**config.mk**
```make
export PLATFORM = sky130hd
export DESIGN_NAME = wb_trace_buffer
export DESIGN_NICKNAME = d
export VERILOG_FILES = /design/src/rtl/wb_trace_buffer.sv
export SDC_FILE = /design/constraint.sdc
export NUM_CORES = 1
export LEC_CHECK = 0
export BUFFER_PORTS_ARGS = -buffer_cell sky130_fd_sc_hd__buf_2
export CELL_PAD_IN_SITES_DETAIL_PLACEMENT = 1
export CELL_PAD_IN_SITES_GLOBAL_PLACEMENT = 1
export CORE_MARGIN = 1.5
export CORE_UTILIZATION = 40
export DETAILED_ROUTE_END_ITERATION = 10
export GPL_TIMING_DRIVEN = 0
export PLACE_DENSITY = 0.63
export SYNTH_ARGS = -nofsm -noshare
export SYNTH_HDL_FRONTEND = slang
export SYNTH_SLANG_ARGS = --single-unit
export TNS_END_PERCENT = 20
```
**constraint.sdc**
```tcl
create_clock -name clock -period 7.3 [get_ports clock]
set_input_delay 1.46 -clock clock [delete_from_list [all_inputs] [get_ports clock]]
set_output_delay 1.46 -clock clock [all_outputs]
set_load 0.01 [all_outputs]
```
**src/rtl/wb_trace_buffer.sv**
```systemverilog
// Writeback trace buffer: snoops regfile writes into a timestamped circular
// buffer with trigger, stop/wrap modes and a first-word-fall-through pop port.
//
// Ports:
//   clock, reset (async active-low)
//   wb_en/wb_reg/wb_data  : snooped regfile write port
//   arm/stop              : capture session control pulses
//   cfg_wrap/cfg_trig_en/cfg_trig_reg : latched on arm
//   rd_en, rd_valid, rd_reg/rd_data/rd_ts : pop port, oldest entry
//   count, overflow, state : status
module wb_trace_buffer #(
  parameter int DATA_WIDTH     = 32,
  parameter int REG_ADDR_WIDTH = 5,
  parameter int DEPTH          = 16,
  parameter int TS_WIDTH       = 16
) (
  input  logic                      clock,
  input  logic                      reset,
  input  logic                      wb_en,
  input  logic [REG_ADDR_WIDTH-1:0] wb_reg,
  input  logic [DATA_WIDTH-1:0]     wb_data,
  input  logic                      arm,
  input  logic                      stop,
  input  logic                      cfg_wrap,
  input  logic                      cfg_trig_en,
  input  logic [REG_ADDR_WIDTH-1:0] cfg_trig_reg,
  input  logic                      rd_en,
  output logic                      rd_valid,
  output logic [REG_ADDR_WIDTH-1:0] rd_reg,
  output logic [DATA_WIDTH-1:0]     rd_data,
  output logic [TS_WIDTH-1:0]       rd_ts,
  output logic [$clog2(DEPTH):0]    count,
  output logic                      overflow,
  output logic [1:0]                state
);

  localparam int PTR_W = $clog2(DEPTH);
  localparam int CNT_W = PTR_W + 1;
  localparam logic [CNT_W-1:0] FULL_C = CNT_W'(DEPTH);

  typedef enum logic [1:0] {
    S_IDLE  = 2'b00,
    S_ARMED = 2'b01,
    S_CAP   = 2'b10,
    S_DONE  = 2'b11
  } state_e;

  state_e                    state_q, state_d;
  logic [PTR_W-1:0]          wr_ptr_q, wr_ptr_d;
  logic [PTR_W-1:0]          rd_ptr_q, rd_ptr_d;
  logic [CNT_W-1:0]          cnt_q, cnt_d;
  logic                      ovf_q, ovf_d;
  logic [TS_WIDTH-1:0]       ts_q, ts_d;
  logic                      wrap_q, wrap_d;
  logic [REG_ADDR_WIDTH-1:0] trig_q, trig_d;

  logic [REG_ADDR_WIDTH-1:0] reg_mem  [DEPTH];
  logic [DATA_WIDTH-1:0]     data_mem [DEPTH];
  logic [TS_WIDTH-1:0]       ts_mem   [DEPTH];

  logic qual;
  logic pop;
  logic full;
  logic push;
  logic push_en;

  assign qual = wb_en && (wb_reg != '0);
  assign pop  = rd_en && (cnt_q != '0);
  assign full = (cnt_q == FULL_C);

  always_comb begin
    state_d  = state_q;
    wr_ptr_d = wr_ptr_q;
    rd_ptr_d = rd_ptr_q;
    cnt_d    = cnt_q;
    ovf_d    = ovf_q;
    ts_d     = ts_q + TS_WIDTH'(1);
    wrap_d   = wrap_q;
    trig_d   = trig_q;
    push     = 1'b0;
    push_en  = 1'b0;
    if (arm) begin
      wrap_d   = cfg_wrap;
      trig_d   = cfg_trig_reg;
      wr_ptr_d = '0;
      rd_ptr_d = '0;
      cnt_d    = '0;
      ovf_d    = 1'b0;
      ts_d     = '0;
      state_d  = cfg_trig_en ? S_ARMED : S_CAP;
    end else begin
      unique case (state_q)
        S_ARMED: begin
          // the triggering write is itself entry 0
          if (qual && wb_reg == trig_q) begin
            push    = 1'b1;
            state_d = S_CAP;
          end
          if (stop) state_d = S_DONE;
        end
        S_CAP: begin
          push = qual;
          if (stop) state_d = S_DONE;
        end
        default: ;
      endcase
      // a simultaneous pop frees a slot, so no overwrite is needed
      push_en = push && (!full || wrap_q || pop);
      if (push_en) wr_ptr_d = wr_ptr_q + PTR_W'(1);
      if (push_en && full && !pop) begin
        rd_ptr_d = rd_ptr_q + PTR_W'(1);
        ovf_d    = 1'b1;
      end else begin
        if (pop) rd_ptr_d = rd_ptr_q + PTR_W'(1);
        if (push_en && !pop) cnt_d = cnt_q + CNT_W'(1);
        else if (!push_en && pop) cnt_d = cnt_q - CNT_W'(1);
      end
      if (push_en && !pop && !wrap_q &&
          cnt_q == FULL_C - CNT_W'(1))
        state_d = S_DONE;
    end
  end

  always_ff @(posedge clock or negedge reset) begin
    if (!reset) begin
      state_q  <= S_IDLE;
      wr_ptr_q <= '0;
      rd_ptr_q <= '0;
      cnt_q    <= '0;
      ovf_q    <= 1'b0;
      ts_q     <= '0;
      wrap_q   <= 1'b0;
      trig_q   <= '0;
    end else begin
      state_q  <= state_d;
      wr_ptr_q <= wr_ptr_d;
      rd_ptr_q <= rd_ptr_d;
      cnt_q    <= cnt_d;
      ovf_q    <= ovf_d;
      ts_q     <= ts_d;
      wrap_q   <= wrap_d;
      trig_q   <= trig_d;
    end
  end

  // storage needs no reset; rd_valid masks stale contents
  always_ff @(posedge clock) begin
    if (push_en) begin
      reg_mem[wr_ptr_q]  <= wb_reg;
      data_mem[wr_ptr_q] <= wb_data;
      ts_mem[wr_ptr_q]   <= ts_q;
    end
  end

  assign rd_valid = (cnt_q != '0);
  assign rd_reg   = rd_valid ? reg_mem[rd_ptr_q]  : '0;
  assign rd_data  = rd_valid ? data_mem[rd_ptr_q] : '0;
  assign rd_ts    = rd_valid ? ts_mem[rd_ptr_q]   : '0;
  assign count    = cnt_q;
  assign overflow = ovf_q;
  assign state    = state_q;

endmodule

```
-- Word-level counts from Yosys, hierarchy flattened
Memories as Yosys holds them, arrays and structs flattened.
Index checks and enable logic that the tools add are counted.
- memories kept: 3
- input bits: 50
- memory bits (writable): 848
- logic and storage cells: 77
- register bits: 38
- output and inout bits: 62
- memories (name ; depth ; bits a word ; rd ports ; clocked after Yosys merged registers in ; write ports ; RTL line ; text):
    data_mem ; 16 ; 32 ; 1 ; 0 ; 1 ; 58 ; logic [DATA_WIDTH-1:0] data_mem [DEPTH];
    ts_mem ; 16 ; 16 ; 1 ; 0 ; 1 ; 59 ; logic [TS_WIDTH-1:0] ts_mem [DEPTH];
    reg_mem ; 16 ; 5 ; 1 ; 0 ; 1 ; 57 ; logic [REG_ADDR_WIDTH-1:0] reg_mem [DEPTH];
- muxes and demuxes: 28
- eq/ne operators: 8
- reduce and logical (&&, ||, !) cells: 25
- $add $sub $neg: 5
- operator list (cell ; count):
    $mux 16 ; 2
    $mux 32 ; 1
    $mux 5 ; 5
    $mux 4 ; 5
    $add 16x1->16 const B ; 1
    $mux 2 ; 6
    $logic_and 1x1->1 ; 10
    $reduce_bool 5->1 ; 2
    $add 4x1->4 const B ; 2
    $mux 1 ; 7
    $reduce_bool 3->1 ; 2
    $add 5x1->5 const B ; 1
    $eq 5x4->1 const B ; 1
    $eq 5x5->1 ; 1
    $eq 5x5->1 const B ; 1
    $ne 5x5->1 const B ; 1
    $sub 5x1->5 const B ; 1
    $logic_not 1->1 ; 4
    $ne 4x4->1 const B ; 1
    $pmux 2 s2 ; 1
    $reduce_bool 2->1 ; 2
    $reduce_bool 4->1 ; 1
    $reduce_and 3->1 ; 1
    $eq 2x1->1 const B ; 1
    5 further kinds ; 6

-- Logic depth before layout (Yosys ltp)
- depth in word-level cells: 13
- mapped depth: 14
- depth with buffers taken out: 12

-- Worst setup path before layout
Ideal clock, no wire load.
- path kind: in2reg
- start: in wb_reg[2]
- end: mem data_mem[3][0], enable pin
- slack: 347 ps
- library setup time: 529 ps
- data arrival time: 6424 ps
- buffers on the path: 1
- stages on the path: 6
- path through: xor2_1 -> nor4_4 -> a31oi_2 -> or4b_1 -> buf_2 -> nor3_1
- longest elaborated chain between the ends: 10
- RTL lines (what ; RTL line ; text):
    from (decl) ; 20 ; input logic [REG_ADDR_WIDTH-1:0] wb_reg,
    $reduce_bool 5->1 ; 67 ; assign qual = wb_en && (wb_reg != '0);
    $logic_and 1x1->1 ; 67 ;
    $logic_and 1x1->1 ; 95 ; if (qual && wb_reg == trig_q) begin
    $mux 1 ; 95 ;
    $pmux 1 s2 (*) ; 92 ; unique case (state_q)
    $mux 1 (*) ; 82 ; if (arm) begin
    $logic_and 1x1->1 (*) ; 108 ; push_en = push && (!full || wrap_q || pop);
    $mux 1 (*) ; 82 ;
    $mux 1 (*) ; 148 ; if (push_en) begin
    $mux 1 (implied by the code) (*) ; 150 ; data_mem[wr_ptr_q] <= wb_data;
    to (decl) ; 58 ;
Every way passes the cells marked *; elsewhere a longest branch is shown, timed or not. The select of a mux whose other input is x is not followed.

-- Final worst setup path
- start: reg rd_ptr_q[1]
- end: out rd_ts[15]
- longest elaborated chain between the ends: 2
- RTL lines (what ; RTL line ; text):
    from (decl) ; 50 ; logic [PTR_W-1:0] rd_ptr_q, rd_ptr_d;
    from (signal assigned) ; 137 ; rd_ptr_q <= rd_ptr_d;
    $mem_v2 16x16 ; -- ;
    $mux 16 ; 158 ; assign rd_ts = rd_valid ? ts_mem[rd_ptr_q] : '0;
    to (decl) ; 31 ; output logic [TS_WIDTH-1:0] rd_ts,
No other way between the ends.

==> key figures <==
Finish
  • Fin nets: 1770
  • Area grow syn2layout: 16.5%
  • Layout cells sized above 1: 0.339
  • Finished Cell Area: 40000 um2
  • Core Util, Final: 0.470
  • Commonest non-fill, non-tap cells in the layout: edfxtp_1, mux4_2, buf_2
  • Most common cell after layout, fill and taps aside: edfxtp_1

Synthesis
  • Mapped Area: 34300 um2
  • Mapped Nets: roughly 1500
  • Synthesized flop and latch total: 886
  • Syn_area_per_cell: around 23 um2
  • Yosys cell types: between 40 and 50
  • Ys flop type: edfxtp_1
  • Mapped Cells: about 1500
  • Async S/R FF share, synth: 0.0429
  • Register area share after synthesis: 0.769
  • Synth warnings: 0
  • Yosys top cell by area: edfxtp_1
  • Area share of the largest cell type after synthesis: 0.742
  • Area contributors post-synth: edfxtp_1, mux4_2, dfrtp_1
  • EDFF count, synth: around 850

Run status
  • Outcome: completed

Clock tree
  • CTS Buf Count: 91
  • Clock Tree Buf Depth: 3
  • Post_cts resized: 0
  • Clk Latency, worst-skew pair: roughly 0.63 ns
  • Clock tree sinks: approximately 900
  • TritonCTS clock tree: built
  • Post-CTS Setup Inserts: 0
  • # H-tree levels: 3
  • CTS clk-pin slew, worst paths: about 0.060 ns
  • Hold buffers post-CTS: 0
  • Clk root buf: clkbuf_16

Die
  • Starting Density: 0.403
  • Core Footprint: about 85000 um2
  • Die X: approximately 300 um
  • # rows: 107
  • DIE AREA: around 88000 um2
  • I/O pins: 112
  • DIE HEIGHT: 296 um

STA
  • Final setup vio count: 0
  • Fin. Hold Viols: 0
  • Ratio of final minimum period to clock period: 0.785
  • Layout Skew: 0.0219 ns
  • Fin. max-slew vios: 0
  • Min Tclk post-route: roughly 5.7 ns
  • Tightest Pin Transition: 1.12 ns
  • Max Clock Freq: approximately 170 MHz
  • Slew margin rel.: 0.251
  • Setup_tns: 0 ns
  • Unrepaired setup endpoints after global routing: no

Routing
  • Vias/cell: 5.53
  • Routed len/inst: roughly 30 um
  • Final ANT Viol Nets: 0
  • Final wirelength: roughly 85000 um
  • Detailed Route Iter0 Violations: around 1500
  • DRC: 0
  • Via count: between 15000 and 20000
  • First-pass detailed-route iteration total: 5

Worst setup path
  • Crit-path leading delay family: buffers and inverters
  • WS Path Type: reg2out
  • Max stage delay on crit path: between 0.8 and 0.9 ns
  • Crit start category: flop
  • Crit path max-delay cell type: clkbuf_1
  • Worst EP arrival: 4.27 ns
  • CP bufs+invs: 4
  • Crit end category: output port
  • Top fanout value on the critical path: 10
  • Worst EP required: between 5 and 6 ns
  • Critical-path cell list: clkbuf_1, clkbuf_1, clkbuf_1, mux4_2, mux4_2, and2_1, buf_2
  • Crit-path most repeated cell: clkbuf_1

Placed design
  • IO Port Bufs: 111
  • Detailed placer's ending HPWL: ~51000 um
  • Gpl congestion: ~0.7
  • Area post-placement: approximately 37000 um2

Pwr
  • VDD IR max: roughly 180 uV
  • Total design power: ~13 mW
  • Pwr dens: 324 nW/um2
  • Static leakage: ~13 nW

Worst hold path
  • Worst hold path type: reg2reg

Global routing
  • GRT Overall Usage: 0.199
  • Remaining global-route overflow: 0
  • Number of global-route vias before repair: around 18000
  • Largest net degree at the start of global routing: 42
  • First-pass GRT wire length: roughly 120000 um
  • Initial antenna violation count: 4

Run
  • Max Cap Viol: 0
==> stage by stage <==
step                      setup WS [ns]  instances  hold WS, ns
after global placement            -5.63       2717        0.491
after CTS                          1.49       2924        0.517
after global routing               1.36       2924        0.543
after floorplan                   0.347       1462        0.501
final                              1.57       2927        0.513
after detailed placement           1.78       2758        0.500
==> final timing paths <==
kind	slack [ns]	startpoint	to	depth (start not counted)
setup / recovery	1.57	rd_ptr_q[1]$_DFFE_PN0P_	rd_ts[15]	7
hold / removal	0.51	overflow$_DFFE_PN0P_	overflow$_DFFE_PN0P_	2
hold reg to reg	0.51	overflow$_DFFE_PN0P_	overflow$_DFFE_PN0P_	2
min in group asynchronous	1.02	reset	ts_q[7]$_DFF_PN0_	1
max in group asynchronous	5.54	reset	trig_q[3]$_DFFE_PN0P_	1
setup reg to reg	3.20	trig_q[2]$_DFFE_PN0P_	count[4]$_DFFE_PN0P_	13
==> synthesized netlist by cell type, types with 2 or more instances <==
cell	count
nor2_1	33
xor2_1	15
nor4_1	3
mux2_2	7
buf_1	12
nor3_1	8
edfxtp_1	848
o21ai_1	3
o21ai_0	2
nand2_1	8
clkbuf_1	31
or4_1	4
nor2b_1	3
buf_2	14
a21o_1	3
mux4_2	265
nand4_1	7
and2_1	53
and3_1	15
buf_4	15
xnor2_1	9
inv_1	8
nand4b_1	2
or2_2	2
nand3_1	9
a21oi_1	7
or3_1	2
mux2i_1	3
ha_1	12
dfrtp_1	38
nand2b_1	3
==> worst reg2reg max path, cell delays in order (launching register included) <==
cell	delay [ns]
dfrtp_1	0.38
xor2_1	0.17
nor4_4	0.39
a31oi_2	0.24
nor3_2	0.53
clkbuf_1	0.44
nand2_1	0.27
fa_1	0.47
a21o_1	0.19
a21oi_1	0.25
nand2_1	0.13
a211o_1	0.24
a21o_1	0.16
a31oi_1	0.15
==> logic make-up (layout without fill, tap and decap cells) <==
family          count (synthesis)  count (layout)  share of synthesized area
buf+inv                        81             399                     0.0112
compound gates                 25              25                    0.00481
fa+ha+maj                      13              13                    0.00496
flops                         886             886                      0.769
other cells                     0               3                          0
xor+xnor                       24              24                    0.00612
mux                           276             276                      0.177
simple gates                  157             157                     0.0261
==> flip-flops by register name (all words and copies together), names as in the netlist <==
register  cells
reg_mem      80
rd_ptr_q      4
wr_ptr_q      4
count         5
state         2
ts_q         16
trig_q        5
ts_mem      256
wrap_q        1
data_mem    512
overflow      1
==> metal layers <==
metal,vias to the layer above,track usage,share of wire
met1,8884,0.268,0.41
li1,6707,-,-
met3,130,0.0328,0.052
met4,2,0.0609,0.024
met5,-,0,0.000094
met2,464,0.334,0.51
==> layout make-up <==
| type | count | area (um2) |
|---|---|---|
| well taps | 1144 | 1430 |
| fillers | 7723 | 45100 |
| plain buffers | 73 | 355 |
| inverters | 8 | 30.0 |
| multi-input cells | 495 | 7610 |
| clock buffers | 121 | 2520 |
| flip-flops and latches | 886 | 26400 |
| clock inverters | 45 | 419 |
| diodes | 3 | 7.51 |
| repair buffers | 152 | 1200 |
==> where the power goes <==
group	switching [mW]	leakage [nW]	internal [mW]
Sequential	0.0363	8.19	5.58
Clock	1.90	1.44	2.71
Combinational	1.41	3.01	1.31
No activity file was read; power rests on OpenSTA's default activity.
